## config.mk

```make
export PLATFORM = sky130hd
export DESIGN_NAME = spi_xfer_queue
export DESIGN_NICKNAME = d
export VERILOG_FILES = /design/src/rtl/spi_xfer_queue.sv
export SDC_FILE = /design/constraint.sdc
export NUM_CORES = 1
export LEC_CHECK = 0
export BUFFER_PORTS_ARGS = -buffer_cell sky130_fd_sc_hd__buf_2
export CORE_UTILIZATION = 52
export CTS_CLUSTER_SIZE = 12
export DETAILED_ROUTE_END_ITERATION = 8
export PLACE_DENSITY = 0.84
export REMOVE_ABC_BUFFERS = 1
export SLEW_MARGIN = 20
export SYNTH_ARGS = -nofsm -noshare
export SYNTH_HDL_FRONTEND = slang
export SYNTH_SLANG_ARGS = --single-unit
```

## constraint.sdc

```tcl
create_clock -name clk -period 2.1 [get_ports clk]
set_input_delay 0.105 -clock clk [delete_from_list [all_inputs] [get_ports clk]]
set_output_delay 0.105 -clock clk [all_outputs]
set_load 0.02 [all_outputs]
```

## src/rtl/spi_xfer_queue.sv

```systemverilog
// spi_xfer_queue: TX/RX word FIFOs wrapped around a start/busy SPI master handshake.
// Define SPI_XFER_QUEUE_TIMEOUT_EN to build the transfer watchdog and its sticky err flag.

module spi_xfer_queue_fifo #(
   parameter int DWIDTH = 8,
   parameter int DEPTH  = 4
) (
   input  logic                   clk,
   input  logic                   reset,
   input  logic                   push,
   input  logic [DWIDTH-1:0]      push_data,
   input  logic                   pop,
   output logic [DWIDTH-1:0]      head,
   output logic [$clog2(DEPTH):0] count
);
   localparam int AW = $clog2(DEPTH);

   logic [DWIDTH-1:0] mem [DEPTH];
   logic [AW-1:0]     wr_ptr, rd_ptr;
   logic              do_push, do_pop;

   // Overflowing pushes and underflowing pops are dropped without side effects.
   assign do_push = push && (count != (AW+1)'(DEPTH));
   assign do_pop  = pop && (count != '0);
   assign head    = mem[rd_ptr];

   always_ff @(posedge clk) begin
      if (!reset) begin
         wr_ptr <= '0;
         rd_ptr <= '0;
         count  <= '0;
      end else begin
         if (do_push) wr_ptr <= wr_ptr + AW'(1);
         if (do_pop)  rd_ptr <= rd_ptr + AW'(1);
         case ({do_push, do_pop})
            2'b10:   count <= count + (AW+1)'(1);
            2'b01:   count <= count - (AW+1)'(1);
            default: ;
         endcase
      end
   end

   always_ff @(posedge clk) begin
      if (do_push) mem[wr_ptr] <= push_data;
   end
endmodule

module spi_xfer_queue #(
   parameter int DWIDTH = 8,
   parameter int DEPTH  = 4
) (
   input  logic                   clk,
   input  logic                   reset,
   input  logic                   wr_en,
   input  logic [DWIDTH-1:0]      wr_data,
   output logic                   full,
   output logic [$clog2(DEPTH):0] tx_count,
   input  logic                   rd_en,
   output logic [DWIDTH-1:0]      rd_data,
   output logic                   rx_valid,
   output logic                   m_start,
   output logic [DWIDTH-1:0]      m_mosi_data,
   input  logic                   m_busy,
   input  logic [DWIDTH-1:0]      m_miso_data,
   output logic                   xfer_active,
   output logic                   err
);
   localparam int CW  = $clog2(DEPTH) + 1;
   localparam int TXQ = 0;
   localparam int RXQ = 1;

   typedef enum logic [2:0] {IDLE, LAUNCH, WAIT_BUSY, WAIT_DONE, STORE} state_t;

   state_t                 state, state_nxt;
   logic [1:0]             q_push, q_pop;
   logic [1:0][DWIDTH-1:0] q_wdata, q_head;
   logic [1:0][CW-1:0]     q_count;
   logic                   tx_pop, rx_push, mosi_load, rx_full, timeout;
   logic [DWIDTH-1:0]      mosi_q;

   assign q_push[TXQ]  = wr_en;
   assign q_wdata[TXQ] = wr_data;
   assign q_pop[TXQ]   = tx_pop;
   assign q_push[RXQ]  = rx_push;
   assign q_wdata[RXQ] = m_miso_data;
   assign q_pop[RXQ]   = rd_en;

   for (genvar g = 0; g < 2; g++) begin : g_q
      spi_xfer_queue_fifo #(.DWIDTH(DWIDTH), .DEPTH(DEPTH)) u_fifo (
         .clk       (clk),
         .reset     (reset),
         .push      (q_push[g]),
         .push_data (q_wdata[g]),
         .pop       (q_pop[g]),
         .head      (q_head[g]),
         .count     (q_count[g])
      );
   end

   assign tx_count    = q_count[TXQ];
   assign full        = (q_count[TXQ] == CW'(DEPTH));
   assign rx_full     = (q_count[RXQ] == CW'(DEPTH));
   assign rx_valid    = (q_count[RXQ] != '0);
   assign rd_data     = q_head[RXQ];
   assign m_start     = (state == LAUNCH);
   assign xfer_active = (state != IDLE);
   assign m_mosi_data = mosi_q;

   always_ff @(posedge clk) begin
      if (!reset) state <= IDLE;
      else        state <= state_nxt;
   end

   // Launch needs a free RX slot so the reply always has somewhere to land.
   always_comb begin
      state_nxt = state;
      tx_pop    = 1'b0;
      rx_push   = 1'b0;
      mosi_load = 1'b0;
      case (state)
         IDLE: begin
            if ((q_count[TXQ] != '0) && !rx_full && !m_busy) begin
               state_nxt = LAUNCH;
               mosi_load = 1'b1;
            end
         end
         LAUNCH: begin
            tx_pop    = 1'b1;
            state_nxt = WAIT_BUSY;
         end
         WAIT_BUSY: begin
            if (timeout)     state_nxt = IDLE;
            else if (m_busy) state_nxt = WAIT_DONE;
         end
         WAIT_DONE: begin
            if (timeout)      state_nxt = IDLE;
            else if (!m_busy) state_nxt = STORE;
         end
         STORE: begin
            rx_push   = 1'b1;
            state_nxt = IDLE;
         end
         default: state_nxt = IDLE;
      endcase
   end

   // Captured on entry to LAUNCH so the word is already valid alongside m_start.
   always_ff @(posedge clk) begin
      if (!reset)         mosi_q <= '0;
      else if (mosi_load) mosi_q <= q_head[TXQ];
   end

`ifdef SPI_XFER_QUEUE_TIMEOUT_EN
   logic [7:0] wd_cnt;
   logic       err_q;
   logic       in_wait;

   assign in_wait = (state == WAIT_BUSY) || (state == WAIT_DONE);
   // wd_cnt reads 0 on the first wait cycle, so 254 marks the 255th.
   assign timeout = in_wait && (wd_cnt == 8'd254);
   assign err     = err_q;

   always_ff @(posedge clk) begin
      if (!reset) begin
         wd_cnt <= '0;
         err_q  <= 1'b0;
      end else begin
         wd_cnt <= in_wait ? wd_cnt + 8'd1 : 8'd0;
         if (timeout) err_q <= 1'b1;
      end
   end
`else
   assign timeout = 1'b0;
   assign err     = 1'b0;
`endif
endmodule

```

==> results of run 1 <==
-- stage by stage --
| step | total power, mW | cells |
|---|---|---|
| after floorplan | 2.27 | 236 |
| final | 3.47 | 428 |
| after CTS | 3.50 | 427 |
| after detailed placement | 2.43 | 393 |
| after global placement | 2.42 | 393 |
| after global routing | 3.62 | 428 |
-- synth_stat cells (all sizes together) --
master and instances:
a21oi 18, and3 8, buf 8, clkbuf 7, conb 1, dfxtp 27
edfxtp 64, fa 2, ha 10, inv 16, mux2i 1, mux4 16
nand2 3, nand2b 2, nand3 5, nand4 8, nand4b 1, nor2 14
nor3 3, nor3b 2, nor4 1, o21ai 7, o311ai 1, o31a 1
o31ai 8, or3 6, or3b 4, or4 1, xnor2 1, xor2 5
-- routing by layer --
metal | vias to the layer above | GRT usage [%] | part of all wire, %
li1 | 1096 | - | -
met4 | 0 | 7.12 | 1.2
met3 | 6 | 5.71 | 4.7
met2 | 57 | 33.5 | 53
met1 | 1096 | 21.5 | 41
met5 | - | 0 | 0
-- registers in the layout, summed over array words and instances, names as in the netlist, named ones only --
signal	count
g_q.u_fifo.rd_ptr	4
g_q.u_fifo.wr_ptr	4
m_mosi_data	8
g_q.u_fifo.count	6
g_q.u_fifo.mem	64
state	3
-- timing repair --
action	in CTS	in global routing
setup buffers	1	1
hold buffers	17	0
resized for setup	13	1
pin swaps	2	2
endpoints found under the setup margin	2	2
endpoints found under the hold margin	65	0
-- worst reg2reg max path: stages (launching register included) --
cell	delay, ns
dfxtp_2	0.33
or3b_4	0.39
inv_2	0.06
nor2_1	0.03
inv_1	0.06
ha_2	0.17
inv_1	0.05
fa_2	0.32
xor2_1	0.16
or3_1	0.30
a21oi_1	0.12
-- layout by cell type (no fill, tap or decap), types with 5 or more instances in the layout --
cell	n
and3_1	8
dfxtp_1	24
mux4_2	16
nand4_1	8
inv_1	15
o31ai_1	7
buf_4	20
or3_1	6
nor2_1	13
clkbuf_8	9
buf_2	43
a21oi_1	17
xor2_1	5
dlygate4sd3_1	17
o21ai_0	7
edfxtp_1	64
ha_1	8
nand3_1	5
-- cell families after synthesis --
kind of cell             Yosys count
buffers and inverters             31
adder cells (fa/ha/maj)           12
other                              1
flip-flops                        91
AO/OA/AOI/OAI                     35
XOR/XNOR                           6
multiplexers                      17
AND/OR/NAND/NOR                   58
-- layout make-up --
| type | instances | share of cell area, % |
|---|---|---|
| well taps | 96 | 2.66 |
| multi-input cells | 129 | 25.7 |
| flip-flops and latches | 91 | 54.6 |
| clock buffers | 9 | 2.74 |
| repair buffers | 80 | 11.8 |
| inverters | 16 | 1.33 |
| clock inverters | 7 | 1.16 |
-- final timing paths --
| check | from | end | slack, ns | depth (start not counted) |
|---|---|---|---|---|
| min | reset | g_q[0].u_fifo.rd_ptr[1] | 0.04 | 3 |
| max reg2reg | g_q[0].u_fifo.count[0] | g_q[0].u_fifo.count[2] | 0.04 | 10 |
| max | g_q[0].u_fifo.count[0] | g_q[0].u_fifo.count[2] | 0.04 | 10 |
| min reg2reg | m_mosi_data[4] | m_mosi_data[4] | 0.48 | 2 |
-- power breakdown --
group | total, mW | internal, mW | leakage (nW) | switching (mW)
Sequential | 2.01 | 1.98 | 0.802 | 0.0318
Combinational | 0.406 | 0.174 | 0.787 | 0.232
Clock | 1.05 | 0.437 | 0.0852 | 0.613
Total | 3.47 | 2.59 | 1.67 | 0.877
==> metrics.txt, run 1 <==
CP required=2.38 ns; IO Port Bufs=43; Hold WS=approximately 0.038 ns; Yosys reg bits=91; Post-Synth XOR/XNOR Area=approximately 1.4%; I/O Pins=between 40 and 50; Max rail drop VDD=~590 uV; clk slew on worst S/H paths=about 0.09 ns; num rows=30; Total Routing Usage GR=18.9%; RSZ-0062 raised after global routing=yes; Startpoint Class=flop; top-area cell type share of the netlist area=51.5%; Initial DRT Pass Iterations=4; number of max-cap violations=0; status=finished clean; area of the core=~6900 um2; gpl congestion=~0.71; main combinational cell family by area after synthesis=multiplexers; area of the die=approximately 7500 um2; multi-input logic area=between 1000 and 1500 um2; Synth Area in Compound Gates=under 10%; Die X=between 80 and 90 um; CP most frequent cell=inv_1; WP data arrival=about 2.4 ns; pre-CTS setup slack=-0.109 ns; Adder-Cell Fraction of Synth Area=roughly 4.4%; slowest cell on the critical path=or3b_4; final WL=approximately 6.3 mm; fmax=approximately 0.48 GHz; vias in the first global route=about 2300; Reg area=between 2000 and 2500 um2; Post-DP Area=roughly 4100 um2; Hold Violations, Final=0; max-slew violations=0; Buf/Inv on CP=3; largest net degree at the start of global routing=23; Post-Syn Area=3730 um2; Setup violations, final=0; worst setup margin=between 0.03 and 0.04 ns; clk sinks=between 90 and 100; Mapped Cells=between 200 and 300; CTS Buffer Depth=2; Root Buffer=clkbuf_8; Final ANT Viol Nets=0; syn avg cell area=around 15 um2; final instance area=4520 um2; crit-path max FO=2; Fin Setup TNS=0 ns; TritonCTS buffer count=9; Crit. End Element=flop; initial antenna violation count=0; Setup CP Type=flop to flop; Antenna diodes=0; period utilisation layout=between 90% and 100%; DP HPWL=4.35 mm; per-cell routed wire length=about 15 um; ranking of synthesized cells by area=edfxtp_1, dfxtp_1, mux4_2; crit path time final=around 2.1 ns; mux contribution to synthesized area=9.93%; sequential-to-total area share from yosys stat=66.0%; CTS tree=built; synth unique cells=35; post-synthesis simple-gate area fraction=between 8 and 9%; DR iter-0 viols=between 100 and 150; leak pwr=1.67 nW; Largest delay share family, worst path=simple AND/OR/NAND/NOR gates; Vias per Instance=roughly 5.3; share of layout cells above drive strength 1=around a third; Core Util, Final=about 66%; CP peak stage delay=a little under 0.4 ns; Initial Util=a little over half; largest area contributor in the netlist=edfxtp_1; power density over cell area=767 nW/um2; crit-path cells=or3b_4 -> inv_2 -> nor2_1 -> inv_1 -> ha_2 -> inv_1 -> fa_2 -> xor2_1 -> or3_1 -> a21oi_1; worst clock skew=roughly 0.0078 ns; Layout Nets=360; Ys Warns=0; worst min path class=input port to flop; Die H=about 87 um; FILL cells=504; Skew-Pair Late Insertion Delay=0.36 ns; H-tree depth=3; first-pass GRT wire length=a little over 10 mm; Remaining DRCs=0; Congestion Overflow GR=0; via count=between 2000 and 2500; Slew @ Worst Pin=between 0.7 and 0.8 ns; Slew HR=between 50% and 60%; post-synthesis to final-layout area growth=21.2%
Note: power is estimated with default switching activity, not from simulation.
==> run 2, diff against run 1 <==
--- a/config.mk
+++ b/config.mk
@@ -5,7 +5,9 @@
 export SDC_FILE = /design/constraint.sdc
 export NUM_CORES = 1
 export LEC_CHECK = 0
+export ABC_AREA = 1
 export BUFFER_PORTS_ARGS = -buffer_cell sky130_fd_sc_hd__buf_2
+export CORE_MARGIN = 3
 export CORE_UTILIZATION = 52
 export CTS_CLUSTER_SIZE = 12
 export DETAILED_ROUTE_END_ITERATION = 8
==> run 2 against run 1 <==
Effect of this change:
- non-clock buffer count is 7 lower
- cell count rose by 18%
- synthesized cell count grew 31%
- global-route usage is 0.34 points lower
- die area grew 8.1%
- worst hold slack better by 0.058 ns
- worst setup slack improved by 0.22 ns
- utilization down 0.96 points
- first-iteration DRC count is 6.1% lower
- clock skew up 0.0028 ns
==> metrics.txt, run 2 <==
Finished Layout Cells=506 (+18%); internal reg-to-reg setup slack=0.26 ns (+0.22 ns); via count=2550 (+13%); period utilisation layout=87.7% (-11 points); final WL=7.11 mm (+13%); IO Port Bufs=43 (unchanged); Mapped Cells=329 (+31%); Largest Register=g_q.u_fifo.mem; WP data arrival=2.07 ns (-0.28 ns); sw power=1.33 mW (+52%); Async SR Flop Fraction=0% (unchanged); Global Route met2 Usage=35.0% (+1.6 points); DP HPWL=4.56 mm (+4.7%); fmax=0.543 GHz (+12%); Hold Violations, Final=0 (unchanged); TritonCTS buffer count=9 (unchanged); share of layout cells above drive strength 1=21.2% (-12 points); num rows=30 (unchanged); GR Layer Usage met3=3.93% (-1.8 points); Post-CTS Repair Setup Buffers=0 (-1); gpl congestion=0.791 (+11%); power density over cell area=944 nW/um2 (+23%); Total Routing Usage GR=18.5% (-0.34 points); status=finished clean; Initial Util=53.9% (-0.40 points); reg2reg start=g_q[1].u_fifo.count[0]; Layout Nets=438 (+22%); Cells after DPL=474 (+21%); syn avg cell area=11.2 um2 (-25%); crit path from=g_q[1].u_fifo.count[0]; Ys Warns=0 (unchanged); area of the core=6830 um2 (-0.55%); busiest grt layer=met2; Skew-Pair Late Insertion Delay=0.34 ns (-0.02 ns); Setup CP Type=flop to flop; Antenna diodes=0 (unchanged); Die H=90.1 um (+4.0%); clk slew on worst S/H paths=0.08 ns (about the same); Max rail drop VDD=621 uV (+6.0%); Fin Setup TNS=0 ns (unchanged); first-pass GRT wire length=11.8 mm (+14%); ranking of synthesized cells by area=edfxtp_1, dfxtp_1, o21ai_0; RSZ-0062 raised after global routing=no; number of max-cap violations=0 (unchanged); Setup violations, final=0 (unchanged); R2R Path End=g_q[1].u_fifo.count[2]; Yosys reg bits=91 (unchanged); number of flops mapped to enable cells by yosys=64 (unchanged); synth unique cells=27 (-23%); worst clock skew=0.0106 ns (+0.00279 ns); area of the die=8120 um2 (+8.1%); Die X=90.1 um (+4.0%); CTS tree=built; Initial DRT Pass Iterations=4 (unchanged); crit-path max FO=3 (+1); top-area cell type share of the netlist area=52.2% (+0.67 points); CP Capture Point=g_q[1].u_fifo.count[2]; max-slew violations=0 (unchanged); I/O Pins=45 (unchanged); Post-Syn Area=3680 um2 (-1.3%); worst min path class=input port to flop; DR iter-0 viols=107 (-6.1%); Net Sw Frac=31.8% (+6.5 points); CP required=2.33 ns (-0.05 ns); Congestion Overflow GR=0 (unchanged); most frequent cells in the layout=nor2_1, edfxtp_1, o21ai_0; post-synthesis to final-layout area growth=20.3%; sequential-to-total area share from yosys stat=66.9% (+0.85 points); vias in the first global route=2634 (+15%); Remaining DRCs=0 (unchanged); sequential power share=51.9% (-6.1 points); crit path time final=1.84 ns (-0.223 ns); top_reg_cell synth=edfxtp_1; FILL cells=541 (+7.3%); leak pwr=1.72 nW (+3.0%); Vias per Instance=5.04 (-4.3%); Combinational Power Share=23.6% (+12 points); Cell Int Power=2.85 mW (+10%); worst-case reg-to-reg path depth=10 (unchanged); CTS Buffer Depth=2 (unchanged); Startpoint Class=flop; Root Buffer=clkbuf_8; initial antenna violation count=0 (unchanged); Crit. End Element=flop; Clk pwr share=24.5% (-5.8 points); largest net degree at the start of global routing=23 (unchanged); commonest cells in the netlist=edfxtp_1, nor2_1, o21ai_0; met1 usage=20.0% (-1.5 points); per-cell routed wire length=14.1 um (-4.1%); H-tree depth=3 (unchanged); clk sinks=91 (unchanged); Final ANT Viol Nets=0 (unchanged); max reg flops=64 (unchanged); largest area contributor in the netlist=edfxtp_1
==> run 2: changes by cell type after synthesis, sizes merged, moves of 16 or more <==
cell	previous run	this run
o21ai	7	55
mux4	16	0
inv	16	40
o22ai	0	16
nor2	14	68
==> run 2: final cells by class <==
| type | instances | area, um2 | area share, % |
|---|---|---|---|
| Clock buffer | 11 | 131 | 2.97 |
| Sequential cell | 91 | 2470 | 55.7 |
| Inverter | 40 | 153 | 3.45 |
| Timing Repair Buffer | 73 | 480 | 10.8 |
| Clock inverter | 5 | 38.8 | 0.876 |
| Tap cell | 96 | 120 | 2.71 |
| Multi-Input combinational cell | 190 | 1040 | 23.4 |
==> run 2: power by group through the flow <==
stage / Sequential [mW] / Clock (mW) / Combinational (mW)
after CTS: 2.16 / 1.05 / 0.974
after global routing: 2.19 / 1.14 / 1.11
after global placement: 2.19 / 0 / 0.918
after detailed placement: 2.20 / 0 / 0.942
after floorplan: 2.30 / 0 / 0.535
final: 2.17 / 1.03 / 0.987
==> run 2: kinds of logic after synthesis <==
family	after synthesis	synth area share [%]
compound gates	87	12.4
fa+ha+maj	12	4.49
flops	91	66.9
buf+inv	48	5.23
other cells	1	0.102
simple gates	90	10.9
==> run 2: routing by layer <==
metal	vias up	wire length, um
li1	1283	-
met1	1188	2850
met2	63	3850
met3	16	261
met4	0	148
met5	-	0
==> run 2: how the worst min path moves through the flow <==
stage	start	slack (ns)	endpoint	depth (start not counted)
2_1_floorplan	wr_data[0]	0.20	g_q[0].u_fifo.mem[0][0]	0
3_3_place_gp	wr_data[1]	0.31	g_q[0].u_fifo.mem[2][1]	1
3_5_place_dp	wr_data[7]	0.32	g_q[0].u_fifo.mem[2][7]	1
4_1_cts	m_busy	0.08	state[0]	3
5_1_grt	m_busy	0.08	state[0]	3
6_report	m_busy	0.1	state[0]	3
==> run 2: stage by stage <==
stage | worst slack (ns) | power, mW | hold WS (ns) | instance area [um2] | util (%)
after floorplan | 0.0973 | 2.83 | 0.204 | 3640 | -
after global placement | 0.225 | 3.11 | 0.315 | 4080 | 59.7
after detailed placement | 0.198 | 3.15 | 0.320 | 4080 | 59.7
after CTS | 0.160 | 4.19 | 0.0831 | 4410 | 64.6
after global routing | 0.0309 | 4.43 | 0.0787 | 4430 | 64.8
final | 0.258 | 4.18 | 0.0967 | 4430 | 64.8
==> run 2: timing repair <==
item / in CTS / in global routing
hold buffers: 16 / 0
endpoints found under the setup margin: 0 / 1
hold endpoints to repair: 64 / 0
resized for setup: 0 / 9
==> run 2: worst max-delay path, cell delays in order (launching register included) <==
cell	delay (ns)
dfxtp_1	0.32
nor2_1	0.14
nand2_1	0.14
nand3_2	0.10
ha_1	0.14
inv_1	0.06
fa_1	0.37
a21oi_1	0.15
o21ai_0	0.11
o21ai_0	0.15
a21oi_1	0.05
==> run 3, diff against run 2 <==
--- a/config.mk
+++ b/config.mk
@@ -8,10 +8,11 @@
 export ABC_AREA = 1
 export BUFFER_PORTS_ARGS = -buffer_cell sky130_fd_sc_hd__buf_2
 export CORE_MARGIN = 3
-export CORE_UTILIZATION = 52
+export CORE_UTILIZATION = 35
+export CTS_CLUSTER_DIAMETER = 100
 export CTS_CLUSTER_SIZE = 12
 export DETAILED_ROUTE_END_ITERATION = 8
-export PLACE_DENSITY = 0.84
+export PLACE_DENSITY = 0.64
 export REMOVE_ABC_BUFFERS = 1
 export SLEW_MARGIN = 20
 export SYNTH_ARGS = -nofsm -noshare
==> run 3 against run 2 <==
Effect of this change:
- power grew 2.0%
- die area grew 45%
- critical path depth grew 1
- largest cell class unchanged
==> metrics.txt, run 3 (synthesis results as in run 2) <==
status=finished clean; CTS tree=built; Combinational Power Share=23.8% (+0.2 points); R2R Path End=g_q[0].u_fifo.count[2]; Layout Nets=439 (+0.23%); worst min path class=input port to flop; slowest cell on the critical path=fa_1; crit-path max FO=3 (unchanged); most frequent cells in the layout=nor2_1, edfxtp_1, o21ai_0; Core Util, Final=44.8% (-20 points); Startpoint Class=flop; Cell Int Power=2.86 mW (+0.36%); Clk pwr share=25.5% (+1.0 points); Hold WS=0.0790 ns (-0.0177 ns); Hold EP=state[0]; WP data arrival=2.16 ns (+0.09 ns); via count=2576 (+1.0%); Post-CTS Repair Setup Buffers=0 (unchanged); clk sinks=91 (unchanged); Skew-Pair Late Insertion Delay=0.35 ns (about the same); Fin Setup TNS=0 ns (unchanged); TritonCTS buffer count=9 (unchanged); period utilisation layout=92.0% (+4.3 points); IO Port Bufs=43 (unchanged); reg2reg start=g_q[0].u_fifo.count[1]; Largest Register=g_q.u_fifo.mem; post-synthesis to final-layout area growth=21.8%; Initial Util=36.8% (-17 points); number of max-cap violations=0 (unchanged); Antenna diodes=0 (unchanged); Setup CP Type=flop to flop; first-pass GRT wire length=11.9 mm (+0.24%); Crit. End Element=flop; final instance area=4480 um2 (+1.2%); worst-case reg-to-reg path depth=11 (+1); Initial DRT Pass Iterations=4 (unchanged); H-tree depth=3 (unchanged); Post-DP Area=4140 um2 (+1.3%); vias in the first global route=2471 (-6.2%); Total Routing Usage GR=13.1% (-5.4 points); crit-path cells=inv_1 -> nand3_2 -> inv_1 -> nor2_2 -> ha_1 -> inv_1 -> fa_1 -> a21oi_1 -> o21ai_0 -> o21ai_0 -> a21oi_1; start point of the worst hold path=m_busy; DP HPWL=4.94 mm (+8.5%); worst clock skew=0.0104 ns (-0.000180 ns); sequential power share=50.7% (-1.2 points); Setup violations, final=0 (unchanged); per-cell routed wire length=13.7 um (-2.3%); Max rail drop VDD=698 uV (+12%); power density over cell area=951 nW/um2 (+0.74%); area of the die=11800 um2 (+45%); Die X=109 um (+20%); final WL=7.47 mm (+5.0%); CP peak stage delay=0.38 ns (about the same); pre-CTS setup slack=0.151 ns (-0.0463 ns); initial antenna violation count=0 (unchanged); max reg flops=64 (unchanged); Remaining DRCs=0 (unchanged); area of the core=10000 um2 (+46%); clk slew on worst S/H paths=0.09 ns (about the same); CP most frequent cell=inv_1; largest net degree at the start of global routing=23 (unchanged); gpl congestion=0.780 (-1.4%); crit path time final=1.93 ns (+0.0907 ns); Root Buffer=clkbuf_8; CP required=2.33 ns (about the same); Congestion Overflow GR=0 (unchanged); Tot Pwr=4.27 mW (+2.0%); DR iter-0 viols=143 (+34%); WHS Path Cells=3 (unchanged); Finished Layout Cells=544 (+7.5%); max-slew violations=0 (unchanged); Final ANT Viol Nets=0 (unchanged); RSZ-0062 raised after global routing=yes; share of layout cells above drive strength 1=20.9% (-0.29 points); num rows=36 (+20%); fmax=0.517 GHz (-4.7%); Net Sw Frac=32.9% (+1.1 points); internal reg-to-reg setup slack=0.17 ns (-0.09 ns); CTS Buffer Depth=2 (unchanged); Cells after DPL=512 (+8.0%); I/O Pins=45 (unchanged); Vias per Instance=4.74 (-6.0%); worst setup margin=0.168 ns (-0.0907 ns); Die H=109 um (+20%); leak pwr=1.74 nW (+0.71%); Hold Violations, Final=0 (unchanged); sw power=1.40 mW (+5.5%)
-- run 3: cell types whose count changed in the layout (fill, tap and decap cells not counted), sizes merged --
cell / previous run / this run
clkinv: 3 / 1
inv: 41 / 45
buf: 57 / 58
clkbuf: 11 / 10
clkinvlp: 1 / 0
-- run 3: worst max path at each step --
stage	from	end	slack, ns	depth (start not counted)
after floorplan	g_q[0].u_fifo.count[0]	g_q[0].u_fifo.count[2]	0.1	11
after global placement	g_q[0].u_fifo.count[0]	g_q[0].u_fifo.count[2]	0.22	11
final	g_q[0].u_fifo.count[1]	g_q[0].u_fifo.count[2]	0.17	11
after detailed placement	g_q[0].u_fifo.count[0]	g_q[0].u_fifo.count[2]	0.15	11
after CTS	g_q[0].u_fifo.count[0]	g_q[0].u_fifo.count[2]	0.13	11
after global routing	g_q[1].u_fifo.count[0]	g_q[1].u_fifo.count[2]	-0.005	10
-- run 3: layout make-up --
| type | count | area, um2 |
|---|---|---|
| inverter | 40 | 153 |
| fill | 937 | 5520 |
| multi-input combinational | 190 | 1030 |
| timing repair buffer | 74 | 488 |
| clock inverter | 6 | 52.6 |
| clock buffer | 10 | 128 |
| sequential | 91 | 2470 |
| tap | 133 | 166 |
-- run 3: worst max-delay path: cells and delay by family (launching register included) --
family | cells | cell delay [ns]
buffers and inverters | 3 | 0.22
AND/OR/NAND/NOR | 2 | 0.24
AO/OA/AOI/OAI | 4 | 0.48
adder cells (fa/ha/maj) | 2 | 0.53
flip-flops | 1 | 0.36
-- run 3: what timing repair did --
action / 4_1_cts / 5_1_grt
hold endpoints to repair: 64 / 0
hold buffers: 16 / 0
endpoints found under the setup margin: 0 / 2
resized for setup: 0 / 5
-- run 3: power groups by stage --
| stage | Combinational [mW] | Clock [mW] | Sequential [mW] |
|---|---|---|---|
| 6_report | 1.02 | 1.09 | 2.16 |
| 5_1_grt | 1.12 | 1.20 | 2.18 |
| 4_1_cts | 1.01 | 1.13 | 2.15 |
| 3_5_place_dp | 0.980 | 0 | 2.20 |
| 3_3_place_gp | 0.959 | 0 | 2.18 |
| 2_1_floorplan | 0.535 | 0 | 2.30 |
-- run 3: per-layer routing --
layer,up-vias,routed length (um),GRT usage [%]
met5,-,0,0
met2,53,3740,22.9
li1,1286,-,-
met1,1227,3310,15.5
met4,0,121,4.96
met3,10,300,3.28
